===== src/rtl/ufo_scale_accum.sv =====
// Sign-extend and left-shift a narrow signed sample into a wide fixed-point word.
// Results are either passed through or summed in blocks. Define UFO_SAT_EN to saturate sums.
module ufo_scale_accum #(
  parameter int unsigned DATA_WIDTH_IN  = 17,
  parameter int unsigned DATA_WIDTH_OUT = 64,
  parameter int unsigned FRAC_SHIFT     = 39,
  parameter int unsigned ACC_LEN        = 8
) (
  input  logic                      i_clk,
  input  logic                      i_rst,
  input  logic                      i_enb,
  input  logic [DATA_WIDTH_IN-1:0]  i_data,
  input  logic                      i_mode,
  output logic [DATA_WIDTH_OUT-1:0] o_data,
  output logic                      o_valid,
  output logic                      o_ovf
);

  localparam int unsigned CntW = (ACC_LEN > 1) ? $clog2(ACC_LEN) : 1;
  localparam logic [CntW-1:0] CntLast = CntW'(ACC_LEN - 1);
  localparam int unsigned Msb = DATA_WIDTH_OUT - 1;

  // Stage 1
  logic                      s1_valid_q;
  logic                      s1_mode_q;
  logic [DATA_WIDTH_OUT-1:0] s1_scaled_q;

  // Stage 2
  logic [DATA_WIDTH_OUT-1:0] acc_q;
  logic [CntW-1:0]           cnt_q;
  logic                      blk_mode_q;
  logic                      blk_ovf_q;
  logic [DATA_WIDTH_OUT-1:0] data_q;
  logic                      valid_q;
  logic                      ovf_out_q;

  logic [DATA_WIDTH_OUT-1:0] scaled_in;
  logic                      blk_start;
  logic                      blk_last;
  logic                      cur_mode;
  logic [DATA_WIDTH_OUT-1:0] sum;
  logic                      add_ovf;
  logic [DATA_WIDTH_OUT-1:0] sum_adj;
  logic [DATA_WIDTH_OUT-1:0] acc_d;
  logic                      blk_ovf_d;

  always_comb begin
    scaled_in = DATA_WIDTH_OUT'($signed(i_data)) << FRAC_SHIFT;
    blk_start = (cnt_q == '0);
    blk_last  = (cnt_q == CntLast);
    // The mode is latched only on the first sample of a block.
    cur_mode  = blk_start ? s1_mode_q : blk_mode_q;
    sum       = acc_q + s1_scaled_q;
    add_ovf   = (acc_q[Msb] == s1_scaled_q[Msb]) && (sum[Msb] != acc_q[Msb]);
    sum_adj   = sum;
`ifdef UFO_SAT_EN
    if (add_ovf) begin
      sum_adj = acc_q[Msb] ? {1'b1, {Msb{1'b0}}} : {1'b0, {Msb{1'b1}}};
    end
`endif
    acc_d     = blk_start ? s1_scaled_q : sum_adj;
    blk_ovf_d = blk_start ? 1'b0 : (blk_ovf_q | add_ovf);
  end

  always_ff @(posedge i_clk) begin
    if (i_rst) begin
      s1_valid_q  <= 1'b0;
      s1_mode_q   <= 1'b0;
      s1_scaled_q <= '0;
      acc_q       <= '0;
      cnt_q       <= '0;
      blk_mode_q  <= 1'b0;
      blk_ovf_q   <= 1'b0;
      data_q      <= '0;
      valid_q     <= 1'b0;
      ovf_out_q   <= 1'b0;
    end else begin
      s1_valid_q <= i_enb;
      if (i_enb) begin
        s1_scaled_q <= scaled_in;
        s1_mode_q   <= i_mode;
      end

      valid_q   <= 1'b0;
      ovf_out_q <= 1'b0;
      if (s1_valid_q) begin
        blk_mode_q <= cur_mode;
        if (!cur_mode) begin
          data_q  <= s1_scaled_q;
          valid_q <= 1'b1;
          cnt_q   <= '0;
        end else begin
          acc_q     <= acc_d;
          blk_ovf_q <= blk_ovf_d;
          if (blk_last) begin
            data_q    <= acc_d;
            valid_q   <= 1'b1;
            ovf_out_q <= blk_ovf_d;
            cnt_q     <= '0;
          end else begin
            cnt_q <= cnt_q + CntW'(1);
          end
        end
      end
    end
  end

  assign o_data  = data_q;
  assign o_valid = valid_q;
  assign o_ovf   = ovf_out_q;

endmodule

===== config.mk =====
export PLATFORM = sky130hd
export DESIGN_NAME = ufo_scale_accum
export DESIGN_NICKNAME = d
export VERILOG_FILES = /design/src/rtl/ufo_scale_accum.sv
export SDC_FILE = /design/constraint.sdc
export NUM_CORES = 1
export LEC_CHECK = 0
export ABC_AREA = 1
export CORE_MARGIN = 1
export CORE_UTILIZATION = 51
export CTS_CLUSTER_SIZE = 14
export DETAILED_ROUTE_END_ITERATION = 8
export GPL_TIMING_DRIVEN = 1
export HOLD_SLACK_MARGIN = 0.15
export MAX_ROUTING_LAYER = met4
export PLACE_DENSITY_LB_ADDON = 0.05
export SYNTH_ARGS = -nofsm -noshare
export SYNTH_HDL_FRONTEND = slang
export SYNTH_SLANG_ARGS = --single-unit

===== constraint.sdc =====
create_clock -name i_clk -period 1.9 [get_ports i_clk]
set_input_delay 0.38 -clock i_clk [delete_from_list [all_inputs] [get_ports i_clk]]
set_output_delay 0.38 -clock i_clk [all_outputs]
set_load 0.05 [all_outputs]

# Word level (Yosys, flattened, before mapping)
# Index checks and enable logic that the tools add are counted.
# Widths: inputs -> output; s select.
dict set report classes {
  addsub 2
  muxes 9
  n_reduce_logical 6
  bitwise_logic 4
  eq_ne 4
}
# cell n
set op_table {}
lappend op_table {{$mux 64} 3}
lappend op_table {{$add 64x64->64} 1}
lappend op_table {{$mux 3} 2}
lappend op_table {{$mux 1} 4}
lappend op_table {{$reduce_and 2->1} 2}
lappend op_table {{$reduce_or 4->1} 1}
lappend op_table {{$add 3x1->3 const B} 1}
lappend op_table {{$eq 3x3->1 const B} 1}
lappend op_table {{$logic_not 3->1} 1}
lappend op_table {{$not 1->1} 3}
lappend op_table {{$ne 2x2->1 const B} 1}
lappend op_table {{$reduce_or 2->1} 1}
lappend op_table {{$eq 1x1->1} 1}
lappend op_table {{$logic_and 1x1->1} 1}
lappend op_table {{$ne 1x1->1} 1}
lappend op_table {{$or 1x1->1} 1}
dict set report word_totals {
  register_bits 154
  wordCells 35
  out_inout_bits 66
  input_bits 21
}

# Longest topological paths before layout
# Gate-level depths: netlist of run 1.
dict set report depth {
  ltp_word 5
  depth_mapped 15
  ltp_nobuf 14
}

# Worst setup path after synthesis of run 1
# No wires, ideal clock.
dict set report synth_path {
  path_type {reg-to-reg}
  from {register s1_scaled_q[39]}
  to {register acc_q[53]}
  path_buffers 0
  path_stages_with_launch 13
  required_time_ns 1.785
  setup_slack_ns 0.045
  setup_ns 0.115
  t_arrival_ns 1.739
  cell_sequence {dfxtp_1 > ha_1 > fa_1 > nand2_1 > inv_1 > nand3_1 > nand3_1 > nand3_1 > nand3b_1 > nand3_1 > o21ai_0 > o21ai_0 > inv_1}
}
dict set report synth_between {
  elab_chain_cells 2
}
# element line_no
set synth_lines {}
lappend synth_lines {{start, declared} 26} ;# logic [DATA_WIDTH_OUT-1:0] s1_scaled_q;
lappend synth_lines {{start signal, assigned} 80} ;# s1_scaled_q <= scaled_in;
lappend synth_lines {{$add 64x64->64} 53} ;# sum = acc_q + s1_scaled_q;
lappend synth_lines {{$mux 64} 61} ;# acc_d = blk_start ? s1_scaled_q : sum_adj;
lappend synth_lines {{end signal, assigned} 70} ;# acc_q <= '0;
lappend synth_lines {{end signal, assigned} 93} ;# acc_q <= acc_d;
lappend synth_lines {{end, declared} 29} ;# logic [DATA_WIDTH_OUT-1:0] acc_q;
# No other way between the ends.
# A chain may end at the register's enable or synchronous reset.

# Worst setup path after layout of run 1
dict set report layout_path {
  from {register s1_scaled_q[39]}
  to {register acc_q[57]}
}
# Same word-level chain as after synthesis.

==> qor.yml, run 1 <==
outcome:
  outcome: "finished, violations left"
  violations: "setup timing"
detailed_routing:
  ant_nets: 0
  viasPerCell: 5.15
  first_pass_iters: 5
  drt_iter0_markers: 600
  drc: 0
  wl_per_cell_um: 14.5
  wl_mm: 21.4
  dr_total_vias: 7584
setup_path:
  cpMaxStageDelayCell: "fa_2"
  crit_type: "register to register"
  cpPeakStageDelay_ns: 0.41
  critPathLaunch: "s1_scaled_q[39]"
  reg2reg_from: "s1_scaled_q[39]"
  cp-endpoint: "acc_q[57]"
  cp-start-kind: "register"
  r2r_end: "acc_q[57]"
  required_ns: 2.22
  timing.critical_path.buf_inv: 2
  crit_chain: "ha_4 > fa_2 > nand2_2 > inv_2 > nand4_1 > nor2_1 > nor2_2 > nand3b_1 > nand3_1 > nand2_1 > o21ai_1 > inv_1"
  critPathTopFamily: "simple AND/OR/NAND/NOR gates"
  reg2reg_depth: 12
  worstPathMaxFanout: 4
  cp.depth: 12
  end_kind: "register"
  crit_arrival_ns: 2.27
  reg2reg_slack_ns: -0.06
clock_network:
  worstSkewPairLatency_ns: 0.43
  cts.path.max_buffers: 2
  cts_tree: "done"
  cts-hold-fix-buffers: 0
  clkSinkCount: 154
  cts_max_level: 4
  cts_made_buffers: 17
  path_clk_slew_ns: 0.07
  cts-root-buf: "clkbuf_16"
placement:
  hpwlAfterDp_mm: 14.3
  io_buffer_count: 86
  placed_cells_incl_taps: 1427
  placed_area_sq_um: 9170
  place.gp.congestion: 0.978
cells_and_area:
  final_common_cell: "nand2_1"
  design_area_sq_um: 10700
  num_antenna_cells: 0
  syn_to_final_growth_pct: 40.5
  instances_no_fill: 1473
  final.fill_count: 1196
  drive_above_1_share_pct: 24.9
  mostFrequentLayoutCells: "nand2_1, inv_1, dfxtp_1"
  finalNetCount: 1325
floorplan:
  fp.dieW_um: 124
  io-pin-count: 87
  initial_utilization_pct: 52.2
  core_area_sq_um: 14500
  dieHeight_um: 124
  rows: 44
  dieArea_sq_um: 15400
timing:
  finalHoldViolCount: 0
  timing.hold.ws_ns: 0.449
  tightest_slew_ns: 0.510
  slew-limit-headroom_pct: 66.1
  fmax_ghz: 0.511
  finalCriticalPeriod_ns: 1.96
  finClkSkew_ns: 0.0154
  worst_slack_ns: -0.0582
  slew_violations: 0
  finalSetupViolations: 18
  tns_ns: -0.427
  rsz0062_at_grt: "yes"
  finalCritPeriodShare_pct: 103
flow_run:
  cap_violations: 0
yosys:
  postSynthAreaPerCell_sq_um: 6.81
  synth_nets: 1162
  syn_area_sq_um: 7580
  synth-seq-cells: 154
  ys_types: 42
  syn_inst: 1113
  ys_async_sr_fraction_pct: 0
  synthFlopType: "dfxtp_1"
  synth_edf_count: 0
  ys_seq_area_share_pct: 40.7
  yosys_warnings: 0
global_route:
  grt_remaining_overflow: 0
  grt_pass1_wl_mm: 32.7
  grt_pass1_vias: 6747
  grt_max_degree: 55
  grt_usage_pct: 28.2
  grt_antenna_before_repair: 0
power_and_ir_drop:
  ir_drop_uv: 646
  leakagePower_nw: 5.33
  cellPowerDensity_nw_per_um2: 774
hold_path:
  hold_class: "register to register"
[worst register-to-register path: stages, from the launching register on]
cell	delay [ns]
dfxtp_2	0.34
ha_4	0.17
fa_2	0.41
nand2_2	0.10
inv_2	0.07
nand4_1	0.15
nor2_1	0.08
nor2_2	0.12
nand3b_1	0.09
nand3_1	0.08
nand2_1	0.08
o21ai_1	0.13
inv_1	0.05
[worst min path at each step]
| stage | start | to | cells after the start |
|---|---|---|---|
| finish | acc_q[28] | o_data[28] | 2 |
| global route | acc_q[25] | acc_q[25] | 2 |
| CTS | acc_q[28] | o_data[28] | 2 |
| detailed placement | acc_q[28] | o_data[28] | 2 |
| global placement | acc_q[26] | o_data[26] | 2 |
| floorplan | acc_q[24] | o_data[24] | 2 |
[cells in the mapped netlist (2+ instances only)]
master | count | area [sq um]
nand2_1 | 287 | 1080
inv_1 | 187 | 702
dfxtp_1 | 154 | 3080
nand3_1 | 107 | 536
nor2_1 | 90 | 338
o21ai_0 | 83 | 415
a21oi_1 | 54 | 270
ha_1 | 27 | 338
clkbuf_1 | 21 | 78.8
o21ai_1 | 16 | 80.1
o21ai_2 | 9 | 78.8
nand4_1 | 8 | 50.1
buf_2 | 7 | 35.0
buf_6 | 7 | 78.8
buf_1 | 6 | 22.5
nand3b_1 | 6 | 45.0
o211ai_1 | 6 | 45.0
buf_4 | 3 | 22.5
inv_2 | 3 | 11.3
or2_2 | 3 | 18.8
xnor2_1 | 3 | 26.3
a21oi_2 | 2 | 17.5
a311oi_1 | 2 | 17.5
nor2_4 | 2 | 22.5
o22ai_1 | 2 | 12.5
or2_0 | 2 | 12.5
[per-layer routing]
metal / track usage, % / vias to the layer above / wire length, um
met4: 6.40 / 0 / 261
met1: 38.3 / 3483 / 10200
met3: 5.27 / 26 / 1050
met5: - / - / 0
li1: - / 3833 / -
met2: 43.5 / 242 / 9890
[area by class of cell]
| class | instances | area [sq um] | area share, % |
|---|---|---|---|
| clock buffers | 17 | 425 | 3.99 |
| well taps | 184 | 230 | 2.16 |
| repair buffers | 190 | 1740 | 16.4 |
| flip-flops and latches | 154 | 3120 | 29.3 |
| clock inverters | 15 | 205 | 1.93 |
| inverters | 192 | 723 | 6.79 |
| multi-input cells | 721 | 4210 | 39.5 |
[state kept, by name, summed over array words and instances (netlist names)]
register     flops
acc_q           64
o_data          64
s1_scaled_q     17
cnt_q            3
blk_mode_q       1
blk_ovf_q        1
o_ovf            1
o_valid          1
s1_mode_q        1
s1_valid_q       1
[through the flow]
| step | power, W | setup WS [ns] | util, % |
|---|---|---|---|
| global route | 0.00854 | -0.170 | 73.3 |
| finish | 0.00825 | -0.0582 | 73.3 |
| detailed placement | 0.00447 | -0.215 | 63.1 |
| global placement | 0.00446 | -0.183 | 63.1 |
| CTS | 0.00814 | -0.0784 | 69.8 |
| floorplan | 0.00406 | 0.0451 | - |
[power by group]
| group | switching [W] | leakage (nW) | internal, W | total (W) |
|---|---|---|---|---|
| logic | 0.000725 | 3.77 | 0.000517 | 0.00124 |
| registers | 0.0000801 | 1.26 | 0.00332 | 0.00340 |
| clock network | 0.00149 | 0.307 | 0.00212 | 0.00361 |
| total | 0.00229 | 5.33 | 0.00596 | 0.00825 |
[what timing repair did]
action / 4_1_cts / 5_1_grt
setup endpoints to repair: 145 / 84
buffers inserted: 5 / 6
cloned: 0 / 3
pin swaps: 8 / 37
resized for setup: 132 / 113
[cells by family after synthesis]
| group | share of synthesized area [%] |
|---|---|
| simple gates | 28.4 |
| buf+inv | 12.8 |
| compound gates | 12.9 |
| flops | 40.7 |
| fa+ha+maj | 4.72 |
| xor+xnor | 0.462 |
No activity file was read; power rests on OpenSTA's default activity.
==> inputs of run 2 (changes only) <==
--- a/config.mk
+++ b/config.mk
@@ -7,9 +7,10 @@
 export LEC_CHECK = 0
 export ABC_AREA = 1
 export CORE_MARGIN = 1
-export CORE_UTILIZATION = 51
+export CORE_UTILIZATION = 58
 export CTS_CLUSTER_SIZE = 14
 export DETAILED_ROUTE_END_ITERATION = 8
+export DONT_BUFFER_PORTS = 1
 export GPL_TIMING_DRIVEN = 1
 export HOLD_SLACK_MARGIN = 0.15
 export MAX_ROUTING_LAYER = met4
==> qor.yml, run 2 (synthesized netlist as in run 1, its figures left out) <==
timing:
  fmax_ghz: 0.509  # -0.34%
  finalSetupViolations: 10  # -8
  finalCriticalPeriod_ns: 1.96  # +0.00661 ns
  finalHoldViolCount: 0  # unchanged
  worst_slack_ns: -0.0648  # -0.00661 ns
  finalCritPeriodShare_pct: 103  # +0.35 points
  timing.hold.ws_ns: 0.164  # -0.285 ns
  tightest_slew_ns: 0.619  # +0.109 ns
  slew-limit-headroom_pct: 58.7  # -7.5 points
  rsz0062_at_grt: "yes"
  finClkSkew_ns: 0.00916  # -0.00628 ns
  slew_violations: 0  # unchanged
cells_and_area:
  syn_to_final_growth_pct: 30.7
  final_common_cell: "nand2_1"
  num_antenna_cells: 0  # unchanged
  drive_above_1_share_pct: 26.8  # +1.9 points
  design_area_sq_um: 9910  # -6.9%
  final_core_util_pct: 78.2  # +4.9 points
  finalNetCount: 1239  # -6.5%
  mostFrequentLayoutCells: "nand2_1, inv_1, dfxtp_1"
floorplan:
  fp.dieW_um: 116  # -6.1%
  core_area_sq_um: 12700  # -13%
  initial_utilization_pct: 59.8  # +7.7 points
  rows: 41  # -6.8%
  dieHeight_um: 116  # -6.1%
  dieArea_sq_um: 13500  # -12%
  io-pin-count: 87  # unchanged
detailed_routing:
  drc: 0  # unchanged
  drt_iter0_markers: 557  # -7.2%
  wl_mm: 21.8  # +1.7%
  first_pass_iters: 6  # +1
  ant_nets: 0  # unchanged
  viasPerCell: 5.40  # +4.8%
  dr_total_vias: 7422  # -2.1%
  wl_per_cell_um: 15.8  # +9.0%
clock_network:
  cts_made_buffers: 17  # unchanged
  cts.path.max_buffers: 2  # unchanged
  cts_max_level: 4  # unchanged
  cts-root-buf: "clkbuf_16"
  cts_tree: "done"
  clkSinkCount: 154  # unchanged
  path_clk_slew_ns: 0.07  # about the same
  worstSkewPairLatency_ns: 0.43  # about the same
setup_path:
  critPathLaunch: "s1_scaled_q[44]"
  crit_arrival_ns: 2.28  # about the same
  r2r_end: "o_data[47]"
  crit_type: "register to register"
  reg2reg_depth: 11  # -1
  required_ns: 2.21  # about the same
  worstPathMaxFanout: 5  # +1
  reg2reg_from: "s1_scaled_q[44]"
  cp-endpoint: "o_data[47]"
  cp-start-kind: "register"
  end_kind: "register"
  reg2reg_slack_ns: -0.06  # about the same
hold_path:
  hold_class: "input port to register"
power_and_ir_drop:
  cellPowerDensity_nw_per_um2: 786  # +1.5%
  ir_drop_uv: 1030  # +60%
  leakagePower_nw: 4.75  # -11%
  finalPower_w: 0.00779  # -5.5%
global_route:
  grt_pass1_vias: 6486  # -3.9%
  grt_usage_pct: 31.4  # +3.2 points
  grt_max_degree: 48  # -13%
  grt_antenna_before_repair: 0  # unchanged
  grt_pass1_wl_mm: 32.1  # -1.7%
  grt_remaining_overflow: 0  # unchanged
outcome:
  outcome: "finished, violations left"
  violations: "setup timing"
placement:
  hpwlAfterDp_mm: 13.4  # -6.3%
  io_buffer_count: 0  # -100%
  place.gp.congestion: 0.962  # -1.6%
  placed_area_sq_um: 8200  # -11%
flow_run:
  cap_violations: 0  # unchanged
[run 2: cell types whose count changed in the layout (fill, tap and decap cells not counted), moves of 8 or more]
cell,delta
dlygate4sd2_1,-53
nor2_2,-8
dlygate4sd3_1,+11
nand2_2,+17
buf_4,-22
nand2_1,-23
clkdlybuf4s50_1,-20
[run 2: layout make-up]
class,instances,area [sq um]
repair buffers,104,963
multi-input cells,721,4340
fillers,930,2760
flip-flops and latches,154,3130
inverters,192,723
clock buffers,19,433
clock inverters,13,113
well taps,172,215
[run 2: worst min-delay path by stage]
stage,start,endpoint,depth (start not counted)
2_1_floorplan,acc_q[24],o_data[24],2
3_3_place_gp,acc_q[25],o_data[25],2
3_5_place_dp,acc_q[26],acc_q[26],2
4_1_cts,i_data[11],s1_scaled_q[50],2
5_1_grt,i_data[11],s1_scaled_q[50],2
6_report,i_data[11],s1_scaled_q[50],2
[run 2: timing repair]
item / in CTS / in global routing
setup endpoints to repair: 44 / 91
hold buffers: 12 / 0
hold endpoints to repair: 30 / 0
pin swaps: 10 / 55
gates cloned: 0 / 3
resized for setup: 68 / 175
buffers inserted: 0 / 10
[run 2: worst max-delay path, stage by stage (launching register included)]
cell and delay [ns]:
dfxtp_2 0.34, ha_4 0.25, buf_4 0.15, nand2_1 0.07, nand2_2 0.12, a21oi_4 0.19
nand2_4 0.12, or2_0 0.24, nand3_1 0.09, o21ai_2 0.08, o21ai_1 0.14, nand2_1 0.07
[run 2: where the power goes]
part | switching, W | total (W) | internal, W
Clock | 0.00149 | 0.00320 | 0.00171
Combinational | 0.000628 | 0.00109 | 0.000457
Sequential | 0.000194 | 0.00351 | 0.00332
[run 2: metal layers]
| layer | up-vias | global-route usage [%] | share of wire [%] |
|---|---|---|---|
| met1 | 3416 | 41.4 | 43 |
| met5 | - | - | 0 |
| li1 | 3656 | - | - |
| met4 | 0 | 9.57 | 2.2 |
| met3 | 50 | 5.81 | 7.7 |
| met2 | 300 | 49.0 | 47 |
[run 2: per-stage QoR]
stage          cells  setup TNS, ns  setup slack [ns]
2_1_floorplan   1113              0            0.0451
3_3_place_gp    1318          -3.05            -0.176
3_5_place_dp    1318          -3.53            -0.182
4_1_cts         1362        -0.0809           -0.0347
5_1_grt         1375          -3.13            -0.167
6_report        1375         -0.298           -0.0648
